--- config.mk ---
export PLATFORM = sky130hd
export DESIGN_NAME = cpu_tmr0
export DESIGN_NICKNAME = d
export VERILOG_FILES = /design/src/rtl/cpu_tmr0.sv
export SDC_FILE = /design/constraint.sdc
export NUM_CORES = 1
export LEC_CHECK = 0
export ABC_AREA = 1
export BUFFER_PORTS_ARGS = -buffer_cell sky130_fd_sc_hd__buf_2
export CAP_MARGIN = 20
export CORE_MARGIN = 2
export CORE_UTILIZATION = 58
export CTS_BUF_LIST = sky130_fd_sc_hd__clkbuf_8 sky130_fd_sc_hd__clkbuf_16
export DETAILED_ROUTE_END_ITERATION = 8
export PLACE_DENSITY = 0.84
export SETUP_SLACK_MARGIN = 0.2
export SYNTH_ARGS = -nofsm -noshare
export SYNTH_HDL_FRONTEND = slang
export SYNTH_SLANG_ARGS = --single-unit
--- constraint.sdc ---
create_clock -name clk -period 2.4 [get_ports clk]
set_input_delay 0.12 -clock clk [delete_from_list [all_inputs] [get_ports clk]]
set_output_delay 0.12 -clock clk [all_outputs]
set_load 0.1 [all_outputs]
--- src/rtl/cpu_tmr0.sv ---
// Timer0: 8-bit counter with prescaler and OPTION register for the PIC10-compatible core.
// Define TMR0_EXT_CLK_EN to include the T0CKI external clock path.
`timescale 1ns/1ps
module cpu_tmr0 (
   input  logic       clk,
   input  logic       rst,
   input  logic [7:0] alu_output,
   input  logic       load_tmr0,
   input  logic       load_option,
   input  logic       inst_cycle,
   input  logic       t0cki,
   output logic [7:0] tmr0_out,
   output logic [7:0] option_out,
   output logic       overflow
);

   logic [7:0] tmr0_q;
   logic [7:0] opt_q;
   logic [7:0] pre_q;
   logic [1:0] inh_q;
   logic       ovf_q;

   logic       tick;
   logic       tick_ok;
   logic       inc;
   logic       psa;
   logic [7:0] ps_mask;

   assign psa = opt_q[3];

`ifdef TMR0_EXT_CLK_EN
   logic sync1_q;
   logic sync2_q;
   logic prev_q;
   logic ext_edge;

   always_ff @(posedge clk or negedge rst) begin
      if (!rst) begin
         sync1_q <= 1'b0;
         sync2_q <= 1'b0;
         prev_q  <= 1'b0;
      end else begin
         sync1_q <= t0cki;
         sync2_q <= sync1_q;
         prev_q  <= sync2_q;
      end
   end

   // T0SE selects falling (1) or rising (0) edge of the synchronised pin
   assign ext_edge = opt_q[4] ? (prev_q & ~sync2_q)
                              : (~prev_q & sync2_q);
   assign tick     = opt_q[5] ? ext_edge : inst_cycle;
`else
   logic unused_ext;
   assign unused_ext = ^{t0cki, opt_q[5:4]};
   assign tick       = inst_cycle;
`endif

   // Ticks are swallowed while a TMR0 write is settling
   assign tick_ok = tick & (inh_q == 2'd0);
   assign ps_mask = 8'hFF >> (3'd7 - opt_q[2:0]);
   assign inc     = tick_ok &
                    (psa | ((pre_q & ps_mask) == ps_mask));

   always_ff @(posedge clk or negedge rst) begin
      if (!rst) begin
         opt_q <= 8'hFF;
      end else if (load_option) begin
         opt_q <= alu_output;
      end
   end

   always_ff @(posedge clk or negedge rst) begin
      if (!rst) begin
         tmr0_q <= 8'h00;
         ovf_q  <= 1'b0;
      end else if (load_tmr0) begin
         tmr0_q <= alu_output;
         ovf_q  <= 1'b0;
      end else begin
         ovf_q <= inc & (tmr0_q == 8'hFF);
         if (inc) begin
            tmr0_q <= tmr0_q + 8'd1;
         end
      end
   end

   always_ff @(posedge clk or negedge rst) begin
      if (!rst) begin
         pre_q <= 8'h00;
      end else if (load_tmr0 || psa) begin
         pre_q <= 8'h00;
      end else if (tick_ok) begin
         pre_q <= pre_q + 8'd1;
      end
   end

   always_ff @(posedge clk or negedge rst) begin
      if (!rst) begin
         inh_q <= 2'd0;
      end else if (load_tmr0) begin
         inh_q <= 2'd2;
      end else if (inst_cycle && inh_q != 2'd0) begin
         inh_q <= inh_q - 2'd1;
      end
   end

   assign tmr0_out   = tmr0_q;
   assign option_out = opt_q;
   assign overflow   = ovf_q;

endmodule
# Yosys cells after proc, flatten, opt, wreduce, memory -nomap -nowiden
# Cells that the tools add are included.
[totals]
in_bits = 14
output_inout_bits = 17
ff_bits = 27
[classes]
n_reduce_logical = 7
n_addsub = 4
mux = 7
shift = 1
bitwise = 5
eq_ne = 2
[op_table]
columns = ["op", "n"]
rows = [
  ["2-to-1 mux 8 bit", 4],
  ["adder 8 x 1 -> 8 bit (second input constant)", 2],
  ["AND 8 bit", 1],
  ["equality test 8 bit", 1],
  ["equality test 8 bit (second input constant)", 1],
  ["nonzero test 2 bit", 4],
  ["right shift 8 x 3 -> 8 bit (first input constant)", 1],
  ["2-to-1 mux 2 bit", 2],
  ["AND 1 bit", 3],
  ["subtractor 3 bit (first input constant)", 1],
  ["zero test 2 bit", 1],
  ["subtractor 2 x 1 -> 2 bit (second input constant)", 1],
  ["logical AND 1 bit", 1],
  ["logical OR 1 bit", 1],
  ["2-to-1 mux 1 bit", 1],
  ["bitwise OR 1 bit", 1],
]

# Depth between registers and ports, before layout
# Gate-level depths: netlist of the first run.
[logic_depth]
ltp_word = 8
depth_mapped = 11
mapped_depth_nobuf = 11

# Worst setup path before layout of the first run
# No wires, ideal clock.
[synth_path]
path_type = "register to register"
startpoint = "reg tmr0_q[0] (netlist: tmr0_out[0])"
endpoint = "reg tmr0_q[6] (netlist: tmr0_out[6])"
stages_incl_launch_ff = 9
setup_slack_ns = 0.402
path_buffers = 0
arrival_ns = 1.877
t_required_ns = 2.279
cell_sequence = "dfrtp_1 -> ha_1 -> nand4_1 -> nor2_1 -> nand2_1 -> nand2_1 -> o22ai_1 -> nand2_1 -> nand2_1"
[synth_via]
elab_chain_cells = 3
[synth_lines]
columns = ["element", "line", "rtl"]
rows = [
  ["start, declared", "17", "logic [7:0] tmr0_q;"],
  ["start signal, assigned", "78", "tmr0_q <= alu_output;"],
  ["start signal, assigned", "83", "tmr0_q <= tmr0_q + 8'd1;"],
  ["adder 8 x 1 -> 8 bit", "83", ""],
  ["2-to-1 mux 8 bit", "82", "if (inc) begin"],
  ["2-to-1 mux 8 bit", "77", "end else if (load_tmr0) begin"],
]
# No other way between the ends. The select of a mux whose other input is x is not followed.
# A chain may end at the register's enable or synchronous reset.

# Worst setup path after layout of the first run
[layout_path]
startpoint = "reg inh_q[0]"
endpoint = "reg pre_q[6]"
[layout_via]
elab_chain_cells = 3
[layout_lines]
columns = ["element", "line", "rtl"]
rows = [
  ["start, declared", "20", "logic [1:0] inh_q;"],
  ["start signal, assigned", "104", "inh_q <= inh_q - 2'd1;"],
  ["zero test 2 bit", "60", "assign tick_ok = tick & (inh_q == 2'd0);"],
  ["AND 1 bit", "60", ""],
  ["nonzero test 2 bit (no line)", "-", ""],
  ["end signal, assigned", "94", "pre_q <= pre_q + 8'd1;"],
  ["end, declared", "19", "logic [7:0] pre_q;"],
]
# No other way between the ends.

==> summary.txt, run 1 <==
Cells and area
  – Antenna Cells: 0
  – Commonest non-fill, non-tap cell in the layout: nand2_1
  – # nets final: approximately 240
  – Share of layout cells above drive strength 1: around a quarter
  – Commonest cells after routing, fill and taps aside: nand2_1 (57), buf_2 (29), inv_1 (24)
  – Area delta synth->final: 13.6%

Critical path
  – Critical Path Sink Type: register
  – Worst R2R End: pre_q[6]
  – Worst r2r path cells: 11
  – Worst setup path startpoint: inh_q[0]
  – Critical Path AT: between 1.5 and 2 ns
  – Startpoint types: register
  – WP data required: 2.58 ns
  – Max Fanout on Critical Path: 8
  – WS Path Type: reg2reg
  – Reg2Reg Setup Slack: 0.88 ns
  – Critical Path Sink: pre_q[6]
  – R2R Path Start: inh_q[0]

Synthesis
  – Synth Area in Simple Gates: roughly 33%
  – Part of the Yosys area used for sequential elements: 44.9%
  – Area of the mapped netlist: about 1500 um2
  – Mux cell area share after synthesis: around 1.5%
  – Compound-Gate Fraction of Synth Area: a little under a tenth
  – Synth Flop Type: dfrtp_1
  – Post-synth ARST share: between 90% and 100%
  – Syn_nets: approximately 210
  – Post-synthesis register bit count: 27
  – Post-Synth XOR/XNOR Area: less than 1%
  – Ys Warns: 0
  – EDFF count, synth: 0
  – Mapped Cells: 196
  – Post-Synth Adder-Cell Area: around 2.5%
  – Synth cell types: 26
  – Mean Syn Cell Area: 7.79 um2
  – Largest family of logic cells by synthesized area: simple AND/OR/NAND/NOR gates

Floorplanning
  – I/O pin total: 31
  – Die height: roughly 55 um
  – Die ar.: between 3000 and 4000 um2
  – Die X: 55.3 um
  – Initial Util: between 60 and 70%
  – FP Rows: 18
  – Placeable Area: 2480 um2

CTS
  – Postcts setup bufs: 0
  – CTS tree: done
  – CTS H-tree depth: 1
  – Clock slew at reported path FFs: ~0.10 ns
  – Clock buffer depth: 2
  – PostCTS Resize Cnt: 0
  – CTS Sinks: 27
  – Clk Latency, worst-skew pair: approximately 0.28 ns
  – Clk root buf: clkbuf_8
  – CTS Buf Count: 3
  – CTS Hold Bufs: 1

Place
  – Port Buffers: 29
  – RD Place Congestion: 0.816
  – Dpl ws: about 0.91 ns
  – DP HPWL: about 2200 um

Global routing
  – GRT Util Overall: ~22%
  – Largest net degree at the start of global routing: 28
  – Antenna violations before repair: 0
  – Vias in the first global route: 1302
  – Total grt overflow: 0
  – First-pass GRT wire length: between 5000 and 6000 um

Timing
  – Clock Skew: 0.00669 ns
  – Worst-margin pin slew: between 0.5 and 0.6 ns
  – Final Hold Viols: 0
  – Minimum clock period: ~1.5 ns
  – Setup TNS: 0 ns
  – Final setup violation count: 0
  – Final period util: 63.3%
  – Fmax achieved: about 660 MHz
  – Worst Setup Slack, final: roughly 0.88 ns
  – Relative slew slack: between 60% and 70%
  – Setup repair after global routing missed its margin: false
  – Max-slew violations: 0

Route
  – DR pass1 iterations: 5
  – ANT nets after route: 0
  – Vias per cell: 5.32
  – DR DRC count: 0
  – Final WL: about 3100 um
  – Wirelength per Cell: 12.1 um
  – Vias: about 1400
  – Initial DRC Count: 54

Power
  – P_leak: roughly 0.89 nW
  – Worst IR drop on VDD: 0.000543 V
  – Pwr dens: about 720 nW/um2

Run status
  – Outcome: complete, no violations

Job
  – Maximum Capacitance Violations: 0

Hold path
  – Hold_sp: alu_output[5]
  – Hold Crit Class: in2reg
==> where the power goes <==
group	total (mW)	internal, mW	switching [mW]	leakage, nW
logic	0.437	0.0827	0.354	0.539
clock network	0.266	0.118	0.148	0.0217
registers	0.544	0.502	0.0420	0.333
total	1.25	0.702	0.544	0.893
==> routing by layer <==
| layer | track usage, % | vias up | part of all wire, % |
|---|---|---|---|
| met2 | 38.6 | 36 | 49 |
| met4 | 7.67 | 0 | 1.3 |
| met1 | 28.6 | 630 | 45 |
| li1 | - | 690 | - |
| met3 | 2.81 | 5 | 4.9 |
| met5 | 0 | - | 0 |
==> logic make-up (layout without fill, tap and decap cells) <==
logic type,count (synthesis),after routing
XOR/XNOR,1,1
adder cells (fa/ha/maj),3,3
buffers and inverters,30,60
flip-flops,27,27
AND/OR/NAND/NOR,106,106
AO/OA/AOI/OAI,27,27
multiplexers,2,2
==> worst max-delay path, cell delays in order, from the launching register on <==
cell     delay (ns)
dfrtp_1        0.37
inv_1          0.08
ha_1           0.17
nand2_1        0.10
nand2_4        0.12
nand2_1        0.07
nor2_2         0.12
nand2_2        0.09
nor2_2         0.11
nand3_1        0.07
nand2_1        0.06
nor2_1         0.04
==> synth_stat cells, types with 2 or more instances <==
library cell | count | area share [%]
nor3_1 | 6 | 2.0
nor2_1 | 11 | 2.7
nand2_4 | 3 | 2.2
o22ai_1 | 2 | 0.82
buf_6 | 2 | 1.5
nor2_2 | 4 | 1.6
ha_1 | 3 | 2.5
mux2_2 | 2 | 1.5
dfstp_2 | 8 | 14
inv_2 | 2 | 0.49
inv_1 | 24 | 5.9
o21ai_0 | 14 | 4.6
nand3_1 | 17 | 5.6
a21oi_1 | 9 | 3.0
nand4_1 | 3 | 1.2
nand2_1 | 57 | 14
dfrtp_1 | 19 | 31
nand2_2 | 2 | 0.82
==> metrics by stage <==
| step | hold slack [ns] | total power [mW] | instance area (um2) | std cells | util, % |
|---|---|---|---|---|---|
| 2_1_floorplan | -0.176 | 0.910 | 1530 | 196 | - |
| 3_3_place_gp | 0.152 | 0.981 | 1680 | 251 | 67.6 |
| 3_5_place_dp | 0.155 | 0.988 | 1680 | 251 | 67.6 |
| 4_1_cts | 0.0469 | 1.25 | 1730 | 256 | 70.0 |
| 5_1_grt | 0.0607 | 1.30 | 1730 | 256 | 70.0 |
| 6_report | 0.0475 | 1.25 | 1730 | 256 | 70.0 |
==> how the worst min path moves through the flow <==
stage                     to  slack (ns)  depth (start not counted)
2_1_floorplan       inh_q[0]       -0.18                          0
3_3_place_gp        pre_q[1]        0.15                          1
3_5_place_dp        pre_q[0]        0.15                          1
4_1_cts        option_out[5]        0.05                          3
5_1_grt        option_out[1]        0.06                          3
6_report       option_out[5]        0.05                          3
==> area by class of cell <==
type,instances,area [um2]
Fill cell,216,743
Inverter,26,97.6
Sequential cell,27,686
Timing Repair Buffer,30,155
Tap cell,30,37.5
Clock buffer,3,41.3
Clock inverter,1,7.51
Multi-Input combinational cell,139,709
==> sequential cells by signal (all words and copies together) (netlist names) <==
| register | cells |
|---|---|
| overflow | 1 |
| tmr0_out | 8 |
| option_out | 8 |
| pre_q | 8 |
| inh_q | 2 |
Note: power is estimated with default switching activity, not from simulation.
==> run 2, diff against run 1 <==
--- a/config.mk
+++ b/config.mk
@@ -9,10 +9,10 @@
 export BUFFER_PORTS_ARGS = -buffer_cell sky130_fd_sc_hd__buf_2
 export CAP_MARGIN = 20
 export CORE_MARGIN = 2
-export CORE_UTILIZATION = 58
+export CORE_UTILIZATION = 54
 export CTS_BUF_LIST = sky130_fd_sc_hd__clkbuf_8 sky130_fd_sc_hd__clkbuf_16
 export DETAILED_ROUTE_END_ITERATION = 8
-export PLACE_DENSITY = 0.84
+export PLACE_DENSITY = 0.79
 export SETUP_SLACK_MARGIN = 0.2
 export SYNTH_ARGS = -nofsm -noshare
 export SYNTH_HDL_FRONTEND = slang
==> constraint.sdc (replaced) <==
create_clock -name clk -period 1.5 [get_ports clk]
set_input_delay 0.075 -clock clk [delete_from_list [all_inputs] [get_ports clk]]
set_output_delay 0.075 -clock clk [all_outputs]
set_load 0.1 [all_outputs]
==> run 2 against run 1 <==
The flow now finishes with violations (setup timing). Die area grew 6.9%. Clock-buffer cell count unchanged. Sequential power up 66%. Flip-flop and latch count unchanged. Cell area rose by 13%. Clock power rose by 52%. Total power rose by 67%. Wire length rose by 7.2%. Critical path type unchanged.
==> summary.txt, run 2 (synthesized netlist as in run 1, its figures left out) <==
CTS
  – CTS Buf Count: 3
  – Clk Latency, worst-skew pair: between 0.2 and 0.3 ns
  – Clock buffer depth: 2
  – CTS tree: done
  – Clock slew at reported path FFs: around 0.090 ns
  – Clk root buf: clkbuf_8
  – CTS H-tree depth: 1
  – CTS Sinks: 27

Floorplanning
  – Die ar.: between 3000 and 4000 um2
  – FP Rows: 19
  – Die X: about 57 um
  – Initial Util: between 50 and 60%
  – Placeable Area: between 2000 and 3000 um2
  – I/O pin total: 31
  – Die height: 57.2 um

Global routing
  – Antenna violations before repair: 0
  – GRT Util Overall: 22.0%
  – Total grt overflow: 0
  – First-pass GRT wire length: approximately 5600 um
  – Largest net degree at the start of global routing: 28
  – Vias in the first global route: ~1300

Power
  – Worst IR drop on VDD: approximately 0.00090 V
  – P_sw: about 0.89 mW
  – Sw Ratio: 42.9%
  – P_leak: 0.960 nW
  – Final Power: between 2 and 2.5 mW
  – Flop pwr share: 43.4%
  – Gate power share: a little under two fifths
  – Pwr dens: around 1100 nW/um2
  – Clock power share: about 20%
  – Internal power: 1.19 mW

Timing
  – Final Hold Viols: 0
  – Setup repair after global routing missed its margin: true
  – Relative slew slack: between 60% and 70%
  – Clock Skew: around 0.0035 ns
  – Minimum clock period: about 1.5 ns
  – Final setup violation count: 3
  – WHS: around 0.026 ns
  – Max-slew violations: 0
  – Fmax achieved: between 600 and 700 MHz
  – Worst Setup Slack, final: -0.00215 ns
  – Worst-margin pin slew: a little under 0.6 ns
  – Final period util: 100%

Route
  – DR pass1 iterations: 4
  – Vias per cell: 5.30
  – ANT nets after route: 0
  – Vias: ~1400
  – Final WL: 3320 um
  – Wirelength per Cell: around 12 um
  – Initial DRC Count: 52
  – DR DRC count: 0

Critical path
  – Critical Path AT: between 1.5 and 2 ns
  – Slowest cell on crit path: dfstp_4
  – Critical Path Sink Type: register
  – Startpoint types: register
  – Worst path bufs/invs: 2
  – Most used cell, CP: nand2_1
  – Delay-heaviest family, CP: flip-flops
  – WS Path Type: reg2reg
  – CP max stage delay: between 0.6 and 0.7 ns
  – Max Fanout on Critical Path: 7
  – Crit-path cells: inv_4 -> nand2_1 -> nand2_1 -> nand2_1 -> nor2_1 -> nand2_1 -> nand2_2 -> nand2_4 -> buf_12 -> nand3_2 -> nand2_1
  – WP data required: about 1.7 ns

Run status
  – Failing checks: setup timing
  – Outcome: finished, violations left

Cells and area
  – Commonest non-fill, non-tap cell in the layout: nand2_1
  – # nets final: around 250
  – Area delta synth->final: 28.2%
  – Number of fill cells: 210
  – Share of layout cells above drive strength 1: 38.7%
  – Commonest cells after routing, fill and taps aside: nand2_1 (52), buf_2 (22), inv_1 (20)
  – Antenna Cells: 0

Place
  – DP HPWL: between 2000 and 2500 um
  – Port Buffers: 29
  – RD Place Congestion: around 0.8

Hold path
  – Hold Crit Class: in2reg

Job
  – Maximum Capacitance Violations: 0
## run 2: worst paths after layout
kind	start	to	slack [ns]	depth (start not counted)
setup / recovery	option_out[2]	tmr0_out[0]	-0.002	11
hold / removal	alu_output[5]	option_out[5]	0.03	3
setup reg to reg	option_out[2]	tmr0_out[0]	-0.002	11
hold reg to reg	option_out[5]	option_out[5]	0.50	2
max in group asynchronous	rst	tmr0_out[2]	0.72	2
min in group asynchronous	rst	pre_q[0]	0.34	2
## run 2: worst reg2reg max path: cells and delay by family (launching register included)
family / cells / cell delay [ns]
DFF: 1 / 0.68
and+or+nand+nor: 9 / 0.59
buffers and inverters: 2 / 0.19
## run 2: cell type report
cell class / instances / area, um2 / share of cell area (%)
Clock buffer: 3 / 41.3 / 2.11
Multi-Input combinational cell: 139 / 796 / 40.7
Timing Repair Buffer: 39 / 260 / 13.3
Clock inverter: 1 / 3.75 / 0.192
Sequential cell: 27 / 717 / 36.6
Tap cell: 31 / 38.8 / 1.98
Inverter: 26 / 100 / 5.12
## run 2: per-layer routing
layer  track usage (%)  part of all wire [%]  wire [um]
met2              36.9                    52       1720
met4              10.6                   1.5         50
met1              27.7                    43       1440
met5                 0                     0          0
met3              3.40                   3.2        106
## run 2: repair_timing
action,4_1_cts,5_1_grt
hold buffers,1,0
gates resized for setup,13,17
setup buffers,4,2
pin swaps,2,11
endpoints found under the setup margin,20,18
endpoints found under the hold margin,19,0
## run 2: power groups by stage
stage | logic [mW] | clock network (mW) | registers, mW
2_1_floorplan | 0.193 | 0 | 1.29
3_3_place_gp | 0.705 | 0 | 0.903
3_5_place_dp | 0.714 | 0 | 0.906
4_1_cts | 0.743 | 0.415 | 0.895
5_1_grt | 0.826 | 0.438 | 0.914
6_report | 0.772 | 0.405 | 0.902
## run 2: stage by stage
step                      area, um2  TNS (ns)  utilization (%)  std cells  worst slack [ns]
after floorplan                1570    -0.482                -        196           -0.0555
after global placement         1760         0             64.8        255            0.0464
after detailed placement       1760         0             64.8        255            0.0242
after CTS                      1880         0             69.3        264            0.0242
after global routing           1960    -0.793             72.2        266            -0.113
final                          1960  -0.00378             72.2        266          -0.00215
